**config.mk**
```make
export PLATFORM = sky130hd
export DESIGN_NAME = seg7_readback_flat
export DESIGN_NICKNAME = d
export VERILOG_FILES = /design/src/rtl/seg7_readback_if.sv /design/src/rtl/seg7_readback.sv /design/src/flat_wrapper.sv
export SDC_FILE = /design/constraint.sdc
export NUM_CORES = 1
export LEC_CHECK = 0
export CAP_MARGIN = 25
export CORE_ASPECT_RATIO = 1.25
export CORE_MARGIN = 4
export CORE_UTILIZATION = 45
export DETAILED_ROUTE_END_ITERATION = 8
export PLACE_DENSITY = 0.8
export SLEW_MARGIN = 20
export SYNTH_ARGS = -nofsm -noshare
export SYNTH_HDL_FRONTEND = slang
export SYNTH_SLANG_ARGS = --single-unit
```
**constraint.sdc**
```tcl
create_clock -name clk -period 2.2 [get_ports clk]
set_input_delay 0.33 -clock clk [delete_from_list [all_inputs] [get_ports clk]]
set_output_delay 0.33 -clock clk [all_outputs]
set_load 0.005 [all_outputs]
```
**src/rtl/seg7_readback_if.sv**
```systemverilog
// -----------------------------------------------------------------------------
// seg7_readback_if
// Bundle of the scanned display bus being monitored and the decoded status
// that the readback block returns.
//
//   seg_in      : segment lines, active low, bit6=g .. bit0=a
//   an_in       : digit enables, active low, one digit low when valid
//   digits_out  : decoded hex, digit i at [4i+3:4i]
//   blank_out   : digit i last committed the blank pattern
//   bad_out     : digit i last committed an illegal pattern
//   frame_valid : one-cycle pulse, every digit committed since last pulse
//   anode_err   : one-cycle pulse, stable sample with zero or >=2 anodes low
//
// master : the side driving the display bus (display driver / testbench)
// slave  : the readback decoder
// -----------------------------------------------------------------------------
interface seg7_readback_if #(
  parameter int NUM_DIGITS = 4
);

  logic [6:0]              seg_in;
  logic [NUM_DIGITS-1:0]   an_in;
  logic [4*NUM_DIGITS-1:0] digits_out;
  logic [NUM_DIGITS-1:0]   blank_out;
  logic [NUM_DIGITS-1:0]   bad_out;
  logic                    frame_valid;
  logic                    anode_err;

  modport master (
    output seg_in,
    output an_in,
    input  digits_out,
    input  blank_out,
    input  bad_out,
    input  frame_valid,
    input  anode_err
  );

  modport slave (
    input  seg_in,
    input  an_in,
    output digits_out,
    output blank_out,
    output bad_out,
    output frame_valid,
    output anode_err
  );

endinterface

```
**src/rtl/seg7_readback.sv**
```systemverilog
// -----------------------------------------------------------------------------
// seg7_readback
// Loopback monitor for the multiplexed active-low 7-segment display bus.
// Samples {an_in, seg_in} every clock, waits for STABLE_CYCLES identical
// samples, then decodes the segment pattern back to a hex nibble for the
// single digit whose anode is low. Blank (0x7F) and illegal patterns are
// flagged per digit; a frame pulse fires once every digit has been committed.
//
// Ports:
//   clk    : system clock
//   rst_n  : asynchronous active-low reset
//   bus_if : seg7_readback_if.slave (seg_in/an_in in, decoded status out)
//
// Parameters:
//   NUM_DIGITS    : number of scanned digits (1..8)
//   STABLE_CYCLES : identical samples required before commit (2..255)
//
// Stability FSM:
//   state    | meaning
//   ST_COUNT | sample not yet committed; counting identical samples
//   ST_HELD  | current stable sample already committed; wait for a change
// -----------------------------------------------------------------------------
module seg7_readback #(
  parameter int NUM_DIGITS    = 4,
  parameter int STABLE_CYCLES = 4
) (
  input  logic            clk,
  input  logic            rst_n,
  seg7_readback_if.slave  bus_if
);

  localparam int              CNT_W   = $clog2(STABLE_CYCLES + 1);
  localparam logic [CNT_W-1:0] CNT_MAX = CNT_W'(STABLE_CYCLES);
  localparam logic [CNT_W-1:0] CNT_ONE = CNT_W'(1);

  typedef enum logic {
    ST_COUNT = 1'b0,
    ST_HELD  = 1'b1
  } state_t;

  state_t                  r_state;
  state_t                  w_state_nxt;

  logic [NUM_DIGITS-1:0]   r_an_q;
  logic [6:0]              r_seg_q;
  logic [CNT_W-1:0]        r_cnt;
  logic [CNT_W-1:0]        w_cnt_nxt;

  logic                    w_same;
  logic                    w_commit;

  logic [NUM_DIGITS-1:0]   w_an_low;
  logic                    w_one_hot;
  logic [NUM_DIGITS-1:0]   w_hit;

  logic                    w_legal;
  logic                    w_blank;
  logic [3:0]              w_hex;

  logic [4*NUM_DIGITS-1:0] r_digits;
  logic [NUM_DIGITS-1:0]   r_blank;
  logic [NUM_DIGITS-1:0]   r_bad;
  logic [NUM_DIGITS-1:0]   r_seen;
  logic                    w_seen_full;
  logic                    r_frame;
  logic                    r_anode_err;

  // ---------------------------------------------------------------------------
  // Sample register, stability counter and FSM state
  // ---------------------------------------------------------------------------
  always_ff @(posedge clk or negedge rst_n) begin
    if (!rst_n) begin
      r_an_q  <= '1;
      r_seg_q <= 7'h7F;
      r_cnt   <= '0;
      r_state <= ST_COUNT;
    end else begin
      r_an_q  <= bus_if.an_in;
      r_seg_q <= bus_if.seg_in;
      r_cnt   <= w_cnt_nxt;
      r_state <= w_state_nxt;
    end
  end

  assign w_same = ({bus_if.an_in, bus_if.seg_in} == {r_an_q, r_seg_q});

  // A commit acts on the held sample even if the bus changes on the same edge;
  // the change still rearms the FSM so the new value gets its own stable period.
  always_comb begin
    w_state_nxt = r_state;
    w_cnt_nxt   = r_cnt;
    w_commit    = 1'b0;

    if (!w_same) begin
      w_cnt_nxt = CNT_ONE;
    end else if (r_cnt != CNT_MAX) begin
      w_cnt_nxt = r_cnt + 1'b1;
    end

    case (r_state)
      ST_COUNT: begin
        if (r_cnt == CNT_MAX) begin
          w_commit = 1'b1;
          if (w_same) begin
            w_state_nxt = ST_HELD;
          end
        end
      end
      ST_HELD: begin
        if (!w_same) begin
          w_state_nxt = ST_COUNT;
        end
      end
      default: begin
        w_state_nxt = ST_COUNT;
      end
    endcase
  end

  // ---------------------------------------------------------------------------
  // Anode qualification: exactly one enable low selects the digit
  // ---------------------------------------------------------------------------
  assign w_an_low  = ~r_an_q;
  assign w_one_hot = (w_an_low != '0) && ((w_an_low & (w_an_low - 1'b1)) == '0);
  assign w_hit     = (w_commit && w_one_hot) ? w_an_low : '0;

  // ---------------------------------------------------------------------------
  // Segment pattern decode (active-low, bit6=g .. bit0=a)
  // ---------------------------------------------------------------------------
  always_comb begin
    w_legal = 1'b1;
    w_blank = 1'b0;
    w_hex   = 4'h0;
    case (r_seg_q)
      7'h40: w_hex = 4'h0;
      7'h79: w_hex = 4'h1;
      7'h24: w_hex = 4'h2;
      7'h30: w_hex = 4'h3;
      7'h19: w_hex = 4'h4;
      7'h12: w_hex = 4'h5;
      7'h02: w_hex = 4'h6;
      7'h78: w_hex = 4'h7;
      7'h00: w_hex = 4'h8;
      7'h10: w_hex = 4'h9;
      7'h08: w_hex = 4'hA;
      7'h03: w_hex = 4'hB;
      7'h46: w_hex = 4'hC;
      7'h21: w_hex = 4'hD;
      7'h06: w_hex = 4'hE;
      7'h7F: begin
        w_hex   = 4'hF;
        w_blank = 1'b1;
      end
      default: begin
        w_legal = 1'b0;
      end
    endcase
  end

  // ---------------------------------------------------------------------------
  // Per-digit status, frame tracking and error pulse
  // ---------------------------------------------------------------------------
  assign w_seen_full = &r_seen;

  always_ff @(posedge clk or negedge rst_n) begin
    if (!rst_n) begin
      r_digits    <= '1;
      r_blank     <= '1;
      r_bad       <= '0;
      r_seen      <= '0;
      r_frame     <= 1'b0;
      r_anode_err <= 1'b0;
    end else begin
      r_anode_err <= w_commit && !w_one_hot;
      r_frame     <= w_seen_full;
      // A commit landing on the clearing edge keeps its seen bit.
      r_seen      <= (w_seen_full ? '0 : r_seen) | w_hit;
      for (int i = 0; i < NUM_DIGITS; i++) begin
        if (w_hit[i]) begin
          if (w_legal) begin
            r_digits[4*i +: 4] <= w_hex;
            r_blank[i]         <= w_blank;
            r_bad[i]           <= 1'b0;
          end else begin
            // Illegal pattern keeps the last good nibble for this digit.
            r_blank[i]         <= 1'b0;
            r_bad[i]           <= 1'b1;
          end
        end
      end
    end
  end

  assign bus_if.digits_out  = r_digits;
  assign bus_if.blank_out   = r_blank;
  assign bus_if.bad_out     = r_bad;
  assign bus_if.frame_valid = r_frame;
  assign bus_if.anode_err   = r_anode_err;

endmodule

```
**src/flat_wrapper.sv**
```systemverilog
// flat-port wrapper written by rule: the top's interface ports become plain ports
module seg7_readback_flat 
#(
  parameter int NUM_DIGITS    = 4,
  parameter int STABLE_CYCLES = 4
)
  (clk, rst_n, bus_if_seg_in, bus_if_an_in, bus_if_digits_out, bus_if_blank_out, bus_if_bad_out, bus_if_frame_valid, bus_if_anode_err);
  seg7_readback_if #(.NUM_DIGITS(NUM_DIGITS)) bus_if_i ();
  input  logic clk;
  input  logic rst_n;
  input wire logic [$bits(bus_if_i.seg_in)-1:0] bus_if_seg_in;
  input wire logic [$bits(bus_if_i.an_in)-1:0] bus_if_an_in;
  output wire logic [$bits(bus_if_i.digits_out)-1:0] bus_if_digits_out;
  output wire logic [$bits(bus_if_i.blank_out)-1:0] bus_if_blank_out;
  output wire logic [$bits(bus_if_i.bad_out)-1:0] bus_if_bad_out;
  output wire logic [$bits(bus_if_i.frame_valid)-1:0] bus_if_frame_valid;
  output wire logic [$bits(bus_if_i.anode_err)-1:0] bus_if_anode_err;
  assign bus_if_i.seg_in = bus_if_seg_in;
  assign bus_if_i.an_in = bus_if_an_in;
  assign bus_if_digits_out = bus_if_i.digits_out;
  assign bus_if_blank_out = bus_if_i.blank_out;
  assign bus_if_bad_out = bus_if_i.bad_out;
  assign bus_if_frame_valid = bus_if_i.frame_valid;
  assign bus_if_anode_err = bus_if_i.anode_err;
  seg7_readback #(.NUM_DIGITS(NUM_DIGITS), .STABLE_CYCLES(STABLE_CYCLES)) u_core (.clk(clk), .rst_n(rst_n), .bus_if(bus_if_i));
endmodule
```
==> flow_summary.toml, run 1 <==
[power]
ir_worst_vdd_mv = 0.407
internal-power_mw = 1.27
clkPwrFrac = 0.372
switchingPower_uw = 400
seq_power_share = 0.525
p_sw_frac = 0.239
comb_power_share = 0.103
power_density_nw_per_um2 = 562
p_leak_nw = 1.19

[worst_setup_path]
cpLargestDelayFamily = "compound AO/OA/AOI/OAI gates"
crit_required_ns = 2.43
path_buf_inv = 2
r2r.worst_path.cells = 8
critPathMaxFanout = 6
path_class = "reg -> reg"
worstSetupStartpointType = "flip-flop"
crit_cells = 8
crit_end = "u_core.bus_if.digits_out[2]"
worstPathArrival_ns = 2.35
r2r_slack_ns = 0.08
regToRegEndpoint = "u_core.bus_if.digits_out[2]"
crit_path_start = "u_core.r_seg_q[0]"
endpoint_kind = "flip-flop"
slowest_stage = "dfstp_2"
r2r_start = "u_core.r_seg_q[0]"
worst_path_most_repeated_cell = "buf_4"
max_stage_delay_ns = 0.41
path_cells = "buf_4 -> or3_4 -> a2111oi_4 -> a31o_4 -> a211oi_4 -> buf_4 -> nor2_2 -> a2bb2oi_1"

[detailed_routing]
ant_nets = 0
vias = 1895
initialDrtViolationCount = 114
routed_wl_um = 5380
drt-vias-per-instance = 5.64
drc = 0
drtPass1Iterations = 4
wl_per_cell_um = 16.0

[final_layout]
nNetsFinal = 290
final_cells = 336
fillers = 367
drive_gt1_frac = 0.293
utilization = 0.619
n_antenna_cell = 0
final_area_um2 = 2970
syn2layout_area_growth_pct = 30.5

[sta]
clock_skew_ns = 0.0134
slew_viol_final = 0
relSlewSlack = 0.458
setup_tns_ns = 0
finalHoldViolCount = 0
period_share = 0.962
fin_hold_ws_ns = 0.109
worst_slew_pin_slew_ns = 0.813
max_freq_mhz = 473
timing.final.crit_period_ns = 2.12
setup_viol = 0

[floorplanning]
rows = 28
floorplan.initialDensity = 0.474
dieHeight_um = 87.5
ios = 39
fp.dieArea_um2 = 6270
coreArea_um2 = 4800
die_w_um = 71.6

[place]
dp_hpwl_um = 3660
placed_cells = 314
postPlaceCellArea_um2 = 2700
place.gp.congestion = 0.841
port_buffers = 38

[clock_tree]
clockBufferDepth = 2
insertion_delay_ns = 0.30
htree_levels = 2
cts-root-buf = "clkbuf_8"
cts_tree = "built"
clk_pin_slew_worst_paths_ns = 0.08
cts_buffers = 5
cts_sinks = 45

[status]
status = "finished clean"

[synthesis]
ys_seq_elements = 45
syn_area_per_cell_um2 = 10.2
netlist_instances = 223
async_flop_share = 1.00
syn-cell-area_um2 = 2280
yosysUniqueCellTypes = 49
synthesis.nets = 238
synth-edff-count = 0
synth_warnings = 0
synth_seq_area_share = 0.512
synth_ff_type = "dfstp_2"

[hold_path]
min_path_type = "in -> async"

[global_route]
antenna_found_initial = 0
grt_pass1_wl_um = 8660
grt_usage = 0.177
grt_max_degree = 38
grt-ovfl-total = 0
grt_pass1_vias = 1838

[run]
drv_cap = 0
## registers in the layout, indices dropped and copies added (netlist names)
signal,cells
u_core.r_seg_q,7
u_core.bus_if.digits_out,16
u_core.bus_if.blank_out,4
u_core.r_an_q,4
u_core.bus_if.frame_valid,1
u_core.bus_if.bad_out,4
u_core.r_cnt,3
u_core.r_state,1
u_core.r_seen,4
u_core.bus_if.anode_err,1
## kinds of logic after synthesis
logic type      Yosys count  synth area share
simple gates             92             0.210
xor+xnor                 13            0.0500
flops                    45             0.512
fa+ha+maj                 2            0.0110
buf+inv                  20            0.0451
compound gates           51             0.172
## cells in the final DEF, fill, tap and decap left out, drive strengths merged, types with 2 or more instances in the layout
master,instances
clkdlybuf4s50,37
clkbuf,6
nor4,3
or3b,2
xor2,12
nor3,12
o31ai,2
a21oi,6
and3,2
o22a,4
or3,4
nand2,30
buf,22
a211oi,2
nor2,17
ha,2
a31o,2
dfrtp,14
nand3,10
inv,6
a2bb2oi,8
o21ai,19
nor3b,2
nand4,2
dfstp,31
nand2b,2
## metal layers
| layer | up-vias | GRT usage | wire length, um |
|---|---|---|---|
| met4 | 0 | 0.0855 | 93 |
| met2 | 50 | 0.285 | 2770 |
| met1 | 938 | 0.223 | 2300 |
| li1 | 896 | - | - |
| met3 | 11 | 0.0416 | 216 |
| met5 | - | 0 | 0 |
## power groups by stage
stage / logic (mW) / clock network (mW) / registers [mW]
final: 0.173 / 0.621 / 0.876
after global routing: 0.189 / 0.671 / 0.879
after CTS: 0.144 / 0.631 / 0.878
after detailed placement: 0.143 / 0 / 0.892
after global placement: 0.141 / 0 / 0.891
after floorplan: 0.102 / 0 / 0.869
## cell type report
type                    count  area [um^2]  share of cell area
well taps                  60         75.1              0.0253
clock buffers               6         72.6              0.0244
flip-flops and latches     45         1180               0.396
inverters                   6         22.5             0.00758
multi-input cells         158         1050               0.355
repair buffers             59          531               0.179
clock inverters             2         38.8              0.0131
## worst register-to-register path: cells and delay by family, from the launching register on
family	cells	cell delay, ns
flip-flops	1	0.41
AND/OR/NAND/NOR	2	0.54
AO/OA/AOI/OAI	4	0.78
buffers and inverters	2	0.31
## worst min path at each step
stage / end / from / cells after the start
CTS: u_core.r_cnt[0] / rst_n / 1
global placement: u_core.r_cnt[0] / rst_n / 1
global route: u_core.r_cnt[0] / rst_n / 1
detailed placement: u_core.r_cnt[0] / rst_n / 1
floorplan: u_core.bus_if.anode_err / rst_n / 0
finish: u_core.r_cnt[0] / rst_n / 1
## Yosys cell counts, types with 3 or more instances
cell	instances	area, um^2
dfstp_2	31	815
nand2_1	29	109
dfrtp_1	14	350
nor3_1	12	60.1
xor2_1	12	105
o21ai_0	11	55.1
nand3_1	10	50.1
nor2_1	10	37.5
a2bb2oi_1	8	70.1
o21ai_1	8	40.0
nor2_2	7	43.8
a21oi_1	6	30.0
clkbuf_1	5	18.8
inv_1	5	18.8
buf_2	4	20.0
buf_4	4	30.0
o22a_1	4	35.0
nor4_1	3	18.8
or3_1	3	18.8
## repair_timing
item	CTS	global route
setup endpoints to repair	0	15
buffers inserted	0	14
resized for setup	0	13
hold buffers	0	0
## metrics by stage
step	worst slack, ns	power [mW]
6_report	0.0845	1.67
5_1_grt	-0.0163	1.74
3_5_place_dp	0.0683	1.03
4_1_cts	0.0422	1.65
3_3_place_gp	0.0816	1.03
2_1_floorplan	0.276	0.971
Note: power is estimated with default switching activity, not from simulation.
==> run 2: changes to the inputs <==
--- a/config.mk
+++ b/config.mk
@@ -11,6 +11,7 @@
 export CORE_UTILIZATION = 45
 export DETAILED_ROUTE_END_ITERATION = 8
 export PLACE_DENSITY = 0.8
+export SKIP_CTS_REPAIR_TIMING = 1
 export SLEW_MARGIN = 20
 export SYNTH_ARGS = -nofsm -noshare
 export SYNTH_HDL_FRONTEND = slang
==> results of run 2 <==
No change in the layout: final DEF, timing and power equal those of run 1.
